[src/rtl/keypad_scan_pkg.sv]
// Shared constants, FSM state encoding and row-decode helper for the 4x4 keypad scanner.
package keypad_scan_pkg;

  localparam int BCD_BIT_WIDTH  = 4;
  localparam int KEY_CODE_WIDTH = BCD_BIT_WIDTH;
  localparam int KEYPAD_ROWS    = 4;
  localparam int KEYPAD_COLS    = 4;

  typedef enum logic [1:0] {
    KS_SCAN     = 2'd0,
    KS_PRESS_DB = 2'd1,
    KS_HELD     = 2'd2,
    KS_REL_DB   = 2'd3
  } ks_state_e;

  // Index of the highest low row; only meaningful when exactly one row is low.
  function automatic logic [1:0] row_index(input logic [KEYPAD_ROWS-1:0] low);
    row_index = 2'd0;
    for (int i = 0; i < KEYPAD_ROWS; i++) begin
      if (low[i]) row_index = i[1:0];
    end
  endfunction

endpackage

[src/rtl/keypad_scan_map.sv]
// Combinational keypad legend: (column index, row index) -> hex key code.
module keypad_map
  import keypad_scan_pkg::*;
(
  input  logic [1:0]                col_idx,
  input  logic [1:0]                row_idx,
  output logic [KEY_CODE_WIDTH-1:0] code
);

  always_comb begin
    code = '0;
    case ({row_idx, col_idx})
      4'b00_00: code = 4'h1;
      4'b00_01: code = 4'h2;
      4'b00_10: code = 4'h3;
      4'b00_11: code = 4'hA;
      4'b01_00: code = 4'h4;
      4'b01_01: code = 4'h5;
      4'b01_10: code = 4'h6;
      4'b01_11: code = 4'hB;
      4'b10_00: code = 4'h7;
      4'b10_01: code = 4'h8;
      4'b10_10: code = 4'h9;
      4'b10_11: code = 4'hC;
      4'b11_00: code = 4'hE;
      4'b11_01: code = 4'h0;
      4'b11_10: code = 4'hF;
      4'b11_11: code = 4'hD;
      default:  code = '0;
    endcase
  end

endmodule

[src/rtl/keypad_scan.sv]
// 4x4 keypad scanner: one-cold column drive, synchronized active-low rows, press/release debounce.
// Output protocol: key_valid is a single-cycle pulse with key_code valid alongside; there is no back-pressure.
module keypad_scan
  import keypad_scan_pkg::*;
#(
  parameter int SCAN_DIV       = 1000,
  parameter int DEBOUNCE_SCANS = 1000
) (
  input  logic                      clk,
  input  logic                      rst_n,
  input  logic [KEYPAD_ROWS-1:0]    row_n,
  output logic [KEYPAD_COLS-1:0]    col_n,
  output logic [KEY_CODE_WIDTH-1:0] key_code,
  output logic                      key_valid,
  output logic                      key_down,
  output ks_state_e                 dbg_state
);

  localparam int SW = $clog2(SCAN_DIV);
  localparam int CW = $clog2(DEBOUNCE_SCANS + 1);
  localparam logic [SW-1:0] SLOT_LAST = SW'(SCAN_DIV - 1);
  localparam logic [CW-1:0] DB_LAST   = CW'(DEBOUNCE_SCANS - 1);
  localparam logic [CW-1:0] DB_TH     = CW'(DEBOUNCE_SCANS);

  logic [KEYPAD_ROWS-1:0]    row_meta_q, row_sync_q;
  logic [SW-1:0]             slot_q, slot_d;
  logic [1:0]                col_q, col_d;
  logic [1:0]                row_idx_q, row_idx_d;
  logic [CW-1:0]             cnt_q, cnt_d;
  logic [KEY_CODE_WIDTH-1:0] key_code_q, key_code_d;
  logic                      key_valid_q, key_valid_d;
  logic                      key_down_q, key_down_d;
  ks_state_e                 state_q, state_d;

  logic                      sample, single, none, accept, release_ok;
  logic [KEYPAD_ROWS-1:0]    row_low;
  logic [1:0]                cur_row;
  logic [KEY_CODE_WIDTH-1:0] map_code;

  assign row_low = ~row_sync_q;
  assign single  = $onehot(row_low);
  assign none    = (row_low == '0);
  assign cur_row = row_index(row_low);
  assign sample  = (slot_q == SLOT_LAST);
  assign slot_d  = sample ? '0 : slot_q + 1'b1;

  keypad_map u_map (
    .col_idx (col_q),
    .row_idx (cur_row),
    .code    (map_code)
  );

  always_comb begin
    state_d     = state_q;
    col_d       = col_q;
    row_idx_d   = row_idx_q;
    cnt_d       = cnt_q;
    key_code_d  = key_code_q;
    key_valid_d = 1'b0;
    key_down_d  = key_down_q;
    accept      = 1'b0;
    release_ok  = 1'b0;
    if (sample) begin
      case (state_q)
        KS_SCAN: begin
          if (single) begin
            row_idx_d = cur_row;
            if (DEBOUNCE_SCANS == 1) begin
              accept = 1'b1;
            end else begin
              cnt_d   = CW'(1);
              state_d = KS_PRESS_DB;
            end
          end else begin
            col_d = col_q + 2'd1;
          end
        end
        KS_PRESS_DB: begin
          if (single && cur_row == row_idx_q) begin
            if (cnt_q == DB_LAST) accept = 1'b1;
            else                  cnt_d  = cnt_q + 1'b1;
          end else begin
            state_d = KS_SCAN;
            col_d   = col_q + 2'd1;
            cnt_d   = '0;
          end
        end
        // Column stays frozen while held, so a second key can never be accepted here.
        KS_HELD: begin
          if (none) begin
            if (DEBOUNCE_SCANS == 1) begin
              release_ok = 1'b1;
            end else begin
              cnt_d   = CW'(1);
              state_d = KS_REL_DB;
            end
          end
        end
        KS_REL_DB: begin
          if (none) begin
            if (cnt_q == DB_LAST) release_ok = 1'b1;
            else                  cnt_d      = cnt_q + 1'b1;
          end else begin
            state_d = KS_HELD;
            cnt_d   = DB_TH;
          end
        end
        default: state_d = KS_SCAN;
      endcase
    end
    if (accept) begin
      key_code_d  = map_code;
      key_valid_d = 1'b1;
      key_down_d  = 1'b1;
      cnt_d       = DB_TH;
      state_d     = KS_HELD;
    end
    if (release_ok) begin
      key_down_d = 1'b0;
      cnt_d      = '0;
      col_d      = col_q + 2'd1;
      state_d    = KS_SCAN;
    end
  end

  always_ff @(posedge clk or negedge rst_n) begin
    if (!rst_n) begin
      row_meta_q  <= '1;
      row_sync_q  <= '1;
      slot_q      <= '0;
      col_q       <= '0;
      row_idx_q   <= '0;
      cnt_q       <= '0;
      key_code_q  <= '0;
      key_valid_q <= 1'b0;
      key_down_q  <= 1'b0;
      state_q     <= KS_SCAN;
    end else begin
      row_meta_q  <= row_n;
      row_sync_q  <= row_meta_q;
      slot_q      <= slot_d;
      col_q       <= col_d;
      row_idx_q   <= row_idx_d;
      cnt_q       <= cnt_d;
      key_code_q  <= key_code_d;
      key_valid_q <= key_valid_d;
      key_down_q  <= key_down_d;
      state_q     <= state_d;
    end
  end

  assign col_n     = ~(4'b0001 << col_q);
  assign key_code  = key_code_q;
  assign key_valid = key_valid_q;
  assign key_down  = key_down_q;
  assign dbg_state = state_q;

endmodule
[config.mk]
export PLATFORM = sky130hd
export DESIGN_NAME = keypad_scan
export DESIGN_NICKNAME = d
export VERILOG_FILES = /design/src/rtl/keypad_scan_pkg.sv /design/src/rtl/keypad_scan_map.sv /design/src/rtl/keypad_scan.sv
export SDC_FILE = /design/constraint.sdc
export NUM_CORES = 1
export LEC_CHECK = 0
export CAP_MARGIN = 20
export CORE_AREA = 2 2 78 80
export CTS_BUF_LIST = sky130_fd_sc_hd__clkbuf_8 sky130_fd_sc_hd__clkbuf_16
export DETAILED_ROUTE_END_ITERATION = 12
export DIE_AREA = 0 0 80 82
export GPL_TIMING_DRIVEN = 1
export PLACE_DENSITY_LB_ADDON = 0.12
export SLEW_MARGIN = 20
export SYNTH_ARGS = -nofsm -noshare
export SYNTH_HDL_FRONTEND = slang
export SYNTH_SLANG_ARGS = --single-unit
export TNS_END_PERCENT = 100
[constraint.sdc]
create_clock -name clk -period 3.4 [get_ports clk]
set_input_delay 0.68 -clock clk [delete_from_list [all_inputs] [get_ports clk]]
set_output_delay 0.68 -clock clk [all_outputs]
set_load 0.01 [all_outputs]
Word level (Yosys, flattened, before mapping). Memories as Yosys holds them, arrays and structs flattened. A register that Yosys moved wholly into a read port is not among the register bits. Cells that the tools add are included.

Multiplexer cells: 36. Bitwise logic cells: 2. Equality and inequality tests: 13. Shifts and indexed selects: 1. Reduce and logical (&&, ||, !) cells: 12. Add/subtract/negate cells: 6.

Operators with widths (number): $mux 10 (9); $pmux 10 s4 (1); $mux 2 (13); $add 10x1->10 const B (2); $eq 10x10->1 const B (2); $ne 4x4->1 const B (4); $mux 1 (11); $not 4->4 (2); $pmux 2 s4 (1); $ne 3x3->1 const B (2); $reduce_and 3->1 (2); $reduce_bool 3->1 (2); $reduce_and 5->1 (1); $add 1x1->2 (2); $eq 2x2->1 const B (2); $logic_not 4->1 (1); $pmux 2 s2 (1); $reduce_and 4->1 (1); $reduce_bool 2->1 (2); $shl 1x2->4 const A (1); $add 2x2->3 (1); $eq 3x1->1 const B (1); $add 2x1->2 const B (1); $eq 2x1->1 const B (1); other kinds (4) (4).

Logic and storage cells: 80. Output and inout port bits: 12. Memories: 1. Bits in registers: 36. ROM bits: 64. Bits of input ports: 6.

Memories: (no name shown) (words 16, width 4, rd ports 1, clocked after Yosys merged registers in 1, wr ports 0, line keypad_scan_map.sv:12) `case ({row_idx, col_idx})`.

Depth between registers and ports, before layout.
Word-level depth: 11. Depth in mapped cells: 12. Gate-level depth less buffers: 11.

By module. Synthesis repeated with hierarchy kept, for this count alone.

Cell total of the unflattened synthesis: 226. Area total of the unflattened synthesis: 2312.2 um^2.

Modules (own cells, without submodules): keypad_scan (cells each 210, area each 2157.1 um^2, instances 1, seq. area each 1011.0 um^2); keypad_map (cells each 16, area each 155.1 um^2, instances 1, seq. area each 0.0 um^2).

Least setup slack after synthesis. OpenSTA, ideal clock, no wires.

Kind: register to register. Start point: register row_sync_q[1]. End point: register cnt_q[9]. Data required time: 3.334 ns. Cell stages (with the launch flop): 11. Slack: 0.695 ns. Path buffers: 0. Data arrival time: 2.639 ns. Setup time: 0.066 ns. Period minus slack after synthesis: 2.705 ns. Cell sequence: dfstp_2 -> fa_1 -> inv_1 -> ha_1 -> ha_1 -> or3b_1 -> a21oi_1 -> o21a_1 -> o21ai_2 -> o41ai_1 -> a22o_1.

Longest elaborated chain between the ends: 11. Elaborated cells between the ends (all ways): 26. Those cells by class: add/sub: 2; eq/ne: 4; mux: 15; bitwise: 1; reduce/logical: 4.

Ends and longest elaborated chain: start, declared (line keypad_scan.sv:25) `logic [KEYPAD_ROWS-1:0] row_meta_q, row_sync_q;`; start signal, assigned (line keypad_scan.sv:140) `row_sync_q <= row_meta_q;`; $not 4->4 * (line keypad_scan.sv:40) `assign row_low = ~row_sync_q;`; parallel branches: the longest is 10 deep, another holds $add 2x2->3; end signal, assigned (line keypad_scan.sv:144) `cnt_q <= cnt_d;`; end, declared (line keypad_scan.sv:29) `logic [CW-1:0] cnt_q, cnt_d;`.

Mark *: on every way between the ends. The select of a mux whose other input is x is not followed. A chain may end at the register's enable or synchronous reset.

Worst setup path after layout.
Start point: register row_sync_q[3]. End point: register cnt_q[9].

Longest elaborated chain between the ends: 10. Elaborated cells between the ends (all ways): 24. Those cells by class: add/sub: 2; eq/ne: 4; mux: 13; bitwise: 1; reduce/logical: 4.

Ends and longest elaborated chain: $not 4->4 * (line keypad_scan.sv:40); $add 1x1->2 (not written as such) (line keypad_scan.sv:41) `assign single = $onehot(row_low);`; $add 2x2->3 (not written as such) (line keypad_scan.sv:41); $eq 3x1->1 (line keypad_scan.sv:41); $logic_and 1x1->1 (line keypad_scan.sv:79) `if (single && cur_row == row_idx_q) begin`; $mux 1 or $mux 10 (tied branches) (line keypad_scan.sv:79); $mux 1 or $pmux 10 s4 (tied branches) (line keypad_scan.sv:64) `case (state_q)`; $mux 1 or $mux 10 (tied branches) (line keypad_scan.sv:63) `if (sample) begin`; $ne 4x4->1 (no source line), or another cell as far along; $reduce_and 3->1 (no source line) or $mux 10 (tied branches).

Every way passes the cells marked *; elsewhere a longest branch is shown, timed or not. The select of a mux whose other input is x is not followed.

==> metrics.cfg <==
[finish]
stdcell_count = 314
drive_gt1_share_pct = 14.2
fin_nets = 256
diodes = 0
areaGrowthSynthToFinish_pct = 15.2

[synthesis]
syn_inst = 220
yosys.area.top_type_share_pct = 36.1
ys_ff_latch = 40
synth_edf_count = 0
syn_avg_cell_area_sq_um = 10.1
syn_nets = 238
netlist_area_sq_um = 2220
ys.flop_type = dfrtp_1
synth-async-reset-ratio_pct = 100
yosys.area.top_type = dfrtp_1
synth_cell_type_count = 55
synth_common_cells = dfrtp_1, nand2_1, nor2_1
ys_warn_count = 0
netlist_top_cells_area = dfrtp_1, dfstp_2, ha_1
seq_area_frac_synth_pct = 45.6
synth.most_common_cell = dfrtp_1

[global_route]
grt_pass1_vias = 1675
grt_start_max_net_pins = 41
antenna_found_initial = 0
grt_usage_pct = 14.6
grt_pass1_wl_um = 7490
gr-total-overflow = 0

[route]
wl_um = 4120
ant_nets = 0
vias_per_cell = 5.12
wl_per_cell_um = 13.1
drc = 0
initialDrtViolationCount = 111
vias = 1608
drt_pass1_iterations = 4

[critical_path]
arrival_ps = 3280
worstSetupPathType = flop to flop
cp_max_fo = 10
worstSetupStartpointType = flop
end_kind = flop
cp.required_ps = 3640

[clock_tree]
cts.sinks = 40
cts_tree = yes
post-cts-setup-buffers = 0
clock_latency_ps = 300
cts_root_buf = clkbuf_8
cts_resized = 0
clk_pin_slew_ps = 80
cts_max_level = 2
numCtsBuffers = 5
cts_hold_buffers = 0
cts_buffer_depth = 2

[pwr]
p_int_uw = 719
swShare_pct = 22.0
power_leakage_nw = 1.13
clock_power_share_pct = 42.9
p_comb_share_pct = 4.0
power.switching_uw = 203
ir_worst_vdd_uv = 165
p_seq_share_pct = 53.1
p_per_area_nw_per_um2 = 361
p_total_uw = 922

[hold_path]
hold_class = flop to flop

[sta]
tns_ps = 0
setup_ws_ps = 357
fin_crit_sh_pct = 89.5
setup_viol = 0
min_period_ps = 3040
finalHoldViolCount = 0
rsz0062_at_grt = false
slew_viol_final = 0
max_freq_ghz = 0.329
tightest_slew_ps = 882
skew_ps = 7.29
slew_headroom_pct = 41.2

[run_status]
outcome = finished, final reports clean

[placement]
place_ws_ps = 404
gp_congestion = 0.792
hpwl_um = 2980
dp_cells = 306
port_buffers = 17

[floorplanning]
pin_count = 18
dieArea_sq_um = 6560
die_height_um = 82
start_util_pct = 38.6
die_w_um = 80
row_count = 28
core_area_sq_um = 5750

[run]
drv_cap = 0

-- cells by family (layout without fill, tap and decap cells) --
family | Yosys count | in the layout | synth area share (%)
AND/OR/NAND/NOR | 80 | 80 | 19.0
AO/OA/AOI/OAI | 51 | 51 | 16.6
flip-flops | 40 | 40 | 45.6
buffers and inverters | 23 | 42 | 4.80
adder cells (fa/ha/maj) | 12 | 12 | 7.11
XOR/XNOR | 8 | 8 | 3.16
multiplexers | 6 | 6 | 3.78
-- per-stage QoR --
stage	hold WS, ps	instance area (sq um)	utilization, %
after floorplan	345	2220	-
after global placement	348	2440	42.4
after detailed placement	347	2440	42.4
after CTS	361	2550	44.4
after global routing	363	2550	44.4
final	358	2550	44.4
-- registers in the layout (all words and copies together) (netlist names), 2 cells and up --
name        flops
row_idx_q       2
row_meta_q      4
row_sync_q      4
cnt_q          10
key_code        4
slot_q         10
col_q           2
dbg_state       2
-- worst max-delay path: stages, from the launching register on --
cell and delay, ps:
dfstp_2 640, fa_1 440, inv_1 70, ha_1 150, ha_1 230, or3b_1 430, a21oi_1 200, o21a_1 220
o21ai_2 110, o41ai_1 340, a22o_1 170
-- worst paths after layout --
path | from | slack [ps] | cells after the start | endpoint
max reg2reg | row_sync_q[3] | 360 | 10 | cnt_q[9]
min in group asynchronous | rst_n | 500 | 1 | key_code[2]
min | row_meta_q[0] | 360 | 0 | row_sync_q[0]
max | row_sync_q[3] | 360 | 10 | cnt_q[9]
max in group asynchronous | rst_n | 2340 | 1 | slot_q[6]
min reg2reg | row_meta_q[0] | 360 | 0 | row_sync_q[0]
-- layout make-up --
class	count	area [sq um]
multi-input cells	157	1100
repair buffers	18	173
clock inverters	3	47.5
inverters	16	60.1
clock buffers	5	68.8
flip-flops and latches	40	1010
fillers	567	3190
well taps	75	93.8
-- power by group through the flow --
| stage | registers [mW] | clock network (mW) | logic (mW) |
|---|---|---|---|
| detailed placement | 0.499 | 0 | 0.0382 |
| global placement | 0.499 | 0 | 0.0372 |
| global route | 0.491 | 0.429 | 0.0428 |
| finish | 0.489 | 0.396 | 0.0371 |
| floorplan | 0.495 | 0 | 0.0216 |
| CTS | 0.490 | 0.414 | 0.0385 |
-- per-layer routing --
layer | vias up | wire length, um | track usage, %
met5 | - | 0 | 0
met4 | 0 | 56 | 4.58
met3 | 6 | 115 | 3.30
met2 | 17 | 1930 | 24.4
met1 | 771 | 2010 | 19.0
li1 | 814 | - | -
-- cells in the final DEF (no fill, tap or decap), types with 3 or more instances in the layout --
master / synthesis / routed
dfrtp_1: 32 / 32
o211ai_1: 3 / 3
nand2_1: 25 / 25
nor2b_1: 3 / 3
clkdlybuf4s50_1: 0 / 16
nand3_1: 14 / 14
a22o_1: 3 / 3
o41ai_1: 3 / 3
xor2_1: 5 / 5
inv_1: 15 / 15
o21ai_0: 9 / 9
dfstp_2: 8 / 8
xnor2_1: 3 / 3
nor2_1: 17 / 17
a21oi_1: 7 / 7
o21bai_1: 3 / 3
clkbuf_8: 0 / 5
and3_1: 5 / 5
ha_1: 11 / 11
o31ai_1: 4 / 4
Power figures use the tool's default switching activity.
